## src/rtl/nano_ifetch.sv

```systemverilog
// Instruction fetch stage: one outstanding imem read, small PC-tagged instruction
// buffer toward decode, and redirect handling that drops responses from flushed streams.
module nano_ifetch #(
    parameter logic [31:0] RESET_PC   = 32'h0000_0000,
    parameter int unsigned FIFO_DEPTH = 2
) (
    input  logic        i_clk,
    input  logic        i_rst,
    output logic        o_imem_req,
    output logic [31:0] o_imem_addr,
    input  logic        i_imem_gnt,
    input  logic        i_imem_rvalid,
    input  logic [31:0] i_imem_rdata,
    input  logic        i_redirect,
    input  logic [31:0] i_redirect_pc,
    output logic        o_inst_valid,
    output logic [31:0] o_inst,
    output logic [31:0] o_inst_pc,
    input  logic        i_inst_ready
);
    localparam int unsigned PTR_W = $clog2(FIFO_DEPTH);
    localparam logic [PTR_W:0] FULL_CNT = FIFO_DEPTH[PTR_W:0];

    localparam logic [1:0] ST_REQ  = 2'd0;
    localparam logic [1:0] ST_WAIT = 2'd1;
    localparam logic [1:0] ST_DROP = 2'd2;

    logic [1:0]       state;
    logic [31:0]      fetch_pc;
    logic [31:0]      fifo_inst [FIFO_DEPTH];
    logic [31:0]      fifo_pc   [FIFO_DEPTH];
    logic [PTR_W-1:0] rd_ptr;
    logic [PTR_W-1:0] wr_ptr;
    logic [PTR_W:0]   count;
    logic             issue;
    logic             push;
    logic             pop;
    logic             busy_next;

    always_comb begin
        o_imem_req   = !i_rst && (state == ST_REQ) && (count < FULL_CNT);
        o_imem_addr  = i_rst ? RESET_PC : fetch_pc;
        issue        = o_imem_req && i_imem_gnt;
        push         = !i_redirect && (state == ST_WAIT) && i_imem_rvalid;
        o_inst_valid = !i_rst && (count != '0);
        pop          = o_inst_valid && i_inst_ready;
        o_inst       = o_inst_valid ? fifo_inst[rd_ptr] : 32'h0000_0013;
        o_inst_pc    = o_inst_valid ? fifo_pc[rd_ptr]   : 32'h0000_0000;
        // A request is still in flight after this cycle if one was waiting and no
        // response came back, or if a new one is being issued right now.
        if (state == ST_WAIT || state == ST_DROP)
            busy_next = !i_imem_rvalid;
        else
            busy_next = issue;
    end

    always_ff @(posedge i_clk) begin
        if (i_rst) begin
            state    <= ST_REQ;
            fetch_pc <= RESET_PC;
            rd_ptr   <= '0;
            wr_ptr   <= '0;
            count    <= '0;
        end else if (i_redirect) begin
            state    <= busy_next ? ST_DROP : ST_REQ;
            fetch_pc <= i_redirect_pc & ~32'd3;
            rd_ptr   <= '0;
            wr_ptr   <= '0;
            count    <= '0;
        end else begin
            case (state)
                ST_REQ: begin
                    if (issue) begin
                        fetch_pc <= fetch_pc + 32'd4;
                        state    <= ST_WAIT;
                    end
                end
                ST_WAIT: if (i_imem_rvalid) state <= ST_REQ;
                ST_DROP: if (i_imem_rvalid) state <= ST_REQ;
                default: state <= ST_REQ;
            endcase
            if (push) wr_ptr <= wr_ptr + 1'b1;
            if (pop)  rd_ptr <= rd_ptr + 1'b1;
            case ({push, pop})
                2'b10:   count <= count + 1'b1;
                2'b01:   count <= count - 1'b1;
                default: count <= count;
            endcase
        end
    end

    always_ff @(posedge i_clk) begin
        if (push) begin
            fifo_inst[wr_ptr] <= i_imem_rdata;
            fifo_pc[wr_ptr]   <= fetch_pc - 32'd4;
        end
    end
endmodule

```

## config.mk

```make
export PLATFORM = sky130hd
export DESIGN_NAME = nano_ifetch
export DESIGN_NICKNAME = d
export VERILOG_FILES = /design/src/rtl/nano_ifetch.sv
export SDC_FILE = /design/constraint.sdc
export NUM_CORES = 1
export LEC_CHECK = 0
export ABC_CLOCK_PERIOD_IN_PS = 5600
export BUFFER_PORTS_ARGS = -buffer_cell sky130_fd_sc_hd__buf_2
export CORE_ASPECT_RATIO = 1.5
export CORE_MARGIN = 1
export CORE_UTILIZATION = 55
export DETAILED_ROUTE_END_ITERATION = 8
export PLACE_DENSITY_LB_ADDON = 0.25
export SLEW_MARGIN = 15
export SYNTH_ARGS = -nofsm -noshare
export SYNTH_HDL_FRONTEND = slang
export SYNTH_SLANG_ARGS = --single-unit
```

## constraint.sdc

```tcl
create_clock -name i_clk -period 5.6 [get_ports i_clk]
set_input_delay 0.84 -clock i_clk [delete_from_list [all_inputs] [get_ports i_clk]]
set_output_delay 0.84 -clock i_clk [all_outputs]
set_load 0.03 [all_outputs]
```

# --- After elaboration in Yosys (flattened, before gate mapping) ---
# Memories as Yosys holds them, arrays and structs flattened. A register that Yosys moved wholly into a read port is not among the register bits.
# Index checks and enable logic that the tools add are counted.
# W data, S select, Z words.
op_classes:
  addsub: 6
  magnitude_cmp: 1
  eq_ne: 6
  n_mux: 19
  n_reduce_logical: 21
op_table:
  columns: ["operator", "n"]
  rows:
  - ["$mux W32", 6]
  - ["$add A32 B3 Y32 const B", 1]
  - ["$sub A32 B3 Y32 const B", 1]
  - ["$mux W2", 4]
  - ["$pmux W2 S2", 2]
  - ["$reduce_bool A2 Y1", 4]
  - ["$logic_and A1 B1 Y1", 7]
  - ["$mux W1", 7]
  - ["$reduce_and A2 Y1", 3]
  - ["$eq A2 B1 Y1 const B", 2]
  - ["$eq A2 B2 Y1 const B", 2]
  - ["$reduce_or A2 Y1", 2]
  - ["$logic_not A1 Y1", 3]
  - ["$ne A3 B1 Y1 const B", 1]
  - ["$ne A3 B3 Y1 const B", 1]
  - ["$add A1 B1 Y1 const B", 2]
  - ["$add A2 B1 Y2 const B", 1]
  - ["$logic_not A2 Y1", 1]
  - ["$lt A2 B2 Y1 const B", 1]
  - ["$sub A2 B1 Y2 const B", 1]
  - ["$logic_or A1 B1 Y1", 1]
totals:
  ff_bits: 38
  ramBits: 128
  in_bits: 70
  output_inout_bits: 98
  elab_cells: 61
  memories: 2
memory_table:
  columns: ["name", "depth", "word_bits", "read_ports", "rd_ports_with_merged_regs", "write_ports", "line_no", "text"]
  rows:
  - ["fifo_inst", 2, 32, 1, 1, 1, "30", "logic [31:0] fifo_inst [FIFO_DEPTH];"]
  - ["fifo_pc", 2, 32, 1, 1, 1, "31", "logic [31:0] fifo_pc [FIFO_DEPTH];"]

# --- Longest topological paths before layout ---
logic_depth:
  word_depth: 7
  mapped_depth: 8
  mapped_depth_nobuf: 7

# --- Worst setup path before layout ---
# No wires, ideal clock.
synth_path:
  path_type: "input-to-reg"
  from: "in i_redirect"
  to: "mem fifo_inst[0][0] (enable)"
  setup_time_ns: 0.482
  arrival_ns: 3.895
  t_required_ns: 5.118
  setup_slack_ns: 1.223
  stages: 4
  path_buffers: 1
  path_cell_list: "clkbuf_1 clkinv_1 nand3_1 nor2_1"
synth_via:
  elab_chain_len: 5
synth_rtl:
  columns: ["item", "line_no", "text"]
  rows:
  - ["start: declaration", "14", "input logic i_redirect,"]
  - ["$logic_not A1 Y1", "44", "push = !i_redirect && (state == ST_WAIT) && i_imem_rvalid;"]
  - ["$logic_and A1 B1 Y1 (2 in series)", "44", null]
  - ["$mux W1", "93", "if (push) begin"]
  - ["$mux W1 (implied by the code)", "94", "fifo_inst[wr_ptr] <= i_imem_rdata;"]
  - ["end: declaration", "30", null]
# Every way passes these cells.

# --- Worst setup path in the final report ---
layout_path:
  from: "in i_rst"
  to: "out o_inst[4]"
layout_via:
  elab_chain_len: 3
layout_rtl:
  columns: ["item", "line_no", "text"]
  rows:
  - ["start: declaration", "8", "input logic i_rst,"]
  - ["$logic_not A1 Y1", "45", "o_inst_valid = !i_rst && (count != '0);"]
  - ["$logic_and A1 B1 Y1", "45", null]
  - ["$mux W32", "47", "o_inst = o_inst_valid ? fifo_inst[rd_ptr] : 32'h0000_0013;"]
  - ["end: declaration", "17", "output logic [31:0] o_inst,"]
# Every way passes these cells.

==> results.sh <==
export IMPL_cts_resized=0
export IMPL_tightestPinTransition_ns=1.07
export IMPL_fp_row_count=52
export IMPL_drtAntennaViolNets=0
export IMPL_crit_fanout=60
export IMPL_synthArstFlopShare=0
export IMPL_netlist_instances=675
export IMPL_rsz0062_at_grt="false"
export IMPL_synth_ff_type="edfxtp_1"
export IMPL_grt_usage=0.233
export IMPL_slowest_stage="buf_4"
export IMPL_dr_first_iter_drc_count=248
export IMPL_route_detailed_drc=11
export IMPL_antenna_found_initial=0
export IMPL_drt_wl_total_um=16400
export IMPL_finalCriticalPeriod_ns=3.17
export IMPL_die_y_um=147
export IMPL_slew_headroom=0.290
export IMPL_ios=168
export IMPL_post_cts_setup_buffers=0
export IMPL_cts_buffers=17
export IMPL_grt_max_degree=63
export IMPL_end_kind="output port"
export IMPL_clockRootBuffer="clkbuf_16"
export IMPL_p_leak_nw=3.32
export IMPL_drive_above_1_share=0.253
export IMPL_peakVddDrop_mv=0.230
export IMPL_synth_cell_type_count=50
export IMPL_fin_skew_ns=0.0153
export IMPL_die_area_sq_um=14400
export IMPL_fin_area_sq_um=9080
export IMPL_clockBufferDepth=2
export IMPL_gp_congestion=0.950
export IMPL_wl_per_cell_um=16.9
export IMPL_hpwlAfterDp_um=11300
export IMPL_violations="DRC"
export IMPL_yosysWarnings=0
export IMPL_arrival_ns=2.33
export IMPL_start_kind="input pin"
export IMPL_synth_area_sq_um=7670
export IMPL_htree_levels=4
export IMPL_setup_viol=0
export IMPL_insertion_delay_ns=0.42
export IMPL_fp_dieW_um=98.4
export IMPL_synth_area_per_cell_sq_um=11.4
export IMPL_ys_seq_area_frac=0.582
export IMPL_grt_pass1_vias=5442
export IMPL_drv_cap=0
export IMPL_path_clk_slew_ns=0.06
export IMPL_fin_crit_sh=0.566
export IMPL_setup_tns_final_ns=0
export IMPL_vias=5581
export IMPL_cp_buffers_inverters=4
export IMPL_final_cell_mix="161 x buf_2, 124 x edfxtp_1, 105 x nor2_1"
export IMPL_finalWorstSetupSlack_ns=2.43
export IMPL_hold_viol=0
export IMPL_crit_family="buffers and inverters"
export IMPL_synth_seq_cells=161
export IMPL_critical_path_class="input pin to output port"
export IMPL_cts_tree="done"
export IMPL_final_common_cell="buf_2"
export IMPL_status="finished with violations"
export IMPL_antenna_cells=0
export IMPL_crit_chain="buf_2, o21bai_4, buf_4, inv_1, nand2_1, buf_2"
export IMPL_slew_viol_final=0
export IMPL_grt_pass1_wl_um=26300
export IMPL_powerDensity_nw_per_um2=296
export IMPL_grt_overflow=0
export IMPL_final_nets=877
export IMPL_area_growth_pct=18.4
export IMPL_cts_sinks=161
export IMPL_synth_edf_count=124
export IMPL_cpMostUsedCell="buf_2"
export IMPL_place_ws_ns=2.43
export IMPL_initial_core_util=0.567
export IMPL_drtPass1Iterations=9
export IMPL_coreArea_sq_um=13500
export IMPL_hp_class="flip-flop to flip-flop"
export IMPL_cpPeakStageDelay_ns=0.52
export IMPL_viasPerCell=5.72
export IMPL_port_buffers=161
export IMPL_required_ns=4.76
export IMPL_hold_buffers=0
export IMPL_fmax_ghz=0.316
export IMPL_dpl_cell_area_sq_um=8500
state kept, by name, indices dropped and copies added, names as in the netlist, named ones only:
signal	flops
state	2
fifo_inst	64
fifo_pc	60
rd_ptr	1
count	2
wr_ptr	1
fetch_pc	30
worst paths after layout:
kind	to	slack [ns]	depth (start not counted)	startpoint
max	o_inst[4]	2.43	6	i_rst
min	state[1]$_SDFFE_PP0P_	0.49	2	state[1]$_SDFFE_PP0P_
max reg2reg	fetch_pc[23]$_SDFFE_PP0P_	2.91	6	state[1]$_SDFFE_PP0P_
min reg2reg	state[1]$_SDFFE_PP0P_	0.49	2	state[1]$_SDFFE_PP0P_
synthesized netlist by cell type, types with 2 or more instances:
| library cell | instances | area [sq um] |
|---|---|---|
| o31a_1 | 2 | 17.5 |
| xor2_1 | 12 | 105 |
| and4_1 | 9 | 78.8 |
| nand3b_1 | 2 | 15.0 |
| a31oi_1 | 3 | 18.8 |
| nand2_1 | 28 | 105 |
| buf_4 | 6 | 45.0 |
| dfxtp_1 | 37 | 741 |
| a21oi_1 | 4 | 20.0 |
| xnor2_1 | 26 | 228 |
| nand3_1 | 14 | 70.1 |
| a32o_1 | 2 | 20.0 |
| or4_1 | 14 | 105 |
| nand2b_1 | 3 | 18.8 |
| buf_1 | 7 | 26.3 |
| nand4_1 | 14 | 87.6 |
| a311oi_1 | 17 | 149 |
| nand4b_1 | 2 | 17.5 |
| o21ai_0 | 11 | 55.1 |
| and2_1 | 3 | 18.8 |
| and3_1 | 8 | 50.1 |
| or3_1 | 10 | 62.6 |
| nor4_1 | 8 | 50.1 |
| edfxtp_1 | 124 | 3720 |
| ha_1 | 5 | 62.6 |
| nor3b_1 | 3 | 22.5 |
| nor2b_1 | 29 | 181 |
| nor2_1 | 107 | 402 |
| mux2i_1 | 62 | 621 |
| o31ai_1 | 9 | 67.6 |
| buf_2 | 7 | 35.0 |
| inv_1 | 13 | 48.8 |
| nor3_1 | 9 | 45.0 |
| clkbuf_1 | 42 | 158 |
| a211oi_1 | 8 | 60.1 |
layout make-up:
type,instances,area [sq um]
repair buffers,167,851
clock buffers,17,425
inverters,14,52.6
flip-flops and latches,161,4470
multi-input cells,441,2930
fillers,1044,4450
clock inverters,14,155
well taps,162,203
per-stage QoR:
step	std cells	hold slack [ns]	total power, mW	util
final	976	0.495	2.69	0.671
after global routing	976	0.496	2.77	0.671
after CTS	976	0.492	2.70	0.671
after detailed placement	945	0.484	1.58	0.628
after global placement	945	0.458	1.57	0.628
after floorplan	678	0.450	1.51	-
routing by layer:
| layer | GRT usage | vias to the layer above | routed length [um] |
|---|---|---|---|
| met3 | 0.0383 | 29 | 866 |
| met5 | 0 | - | 0 |
| met2 | 0.411 | 199 | 8600 |
| met4 | 0.101 | 0 | 432 |
| li1 | - | 2707 | - |
| met1 | 0.279 | 2646 | 6550 |
power by group:
| part | switching, mW | internal, mW | leakage, nW |
|---|---|---|---|
| registers | 0.0406 | 1.31 | 1.43 |
| clock network | 0.473 | 0.661 | 0.274 |
| logic | 0.121 | 0.0777 | 1.62 |
tightest hold or removal path: stages, from the launching register on:
cell	delay [ns]
dfxtp_1	0.31
o21ai_0	0.07
a21oi_1	0.06
cell families (layout without fill, tap and decap cells):
family,Yosys count,after routing,synth area share
AND/OR/NAND/NOR,270,270,0.184
flip-flops,161,161,0.582
buffers and inverters,76,212,0.0413
AO/OA/AOI/OAI,62,62,0.0598
multiplexers,62,62,0.0809
XOR/XNOR,38,38,0.0434
adder cells (fa/ha/maj),5,5,0.00815
other,1,4,0.000489
Note: power is estimated with default switching activity, not from simulation.
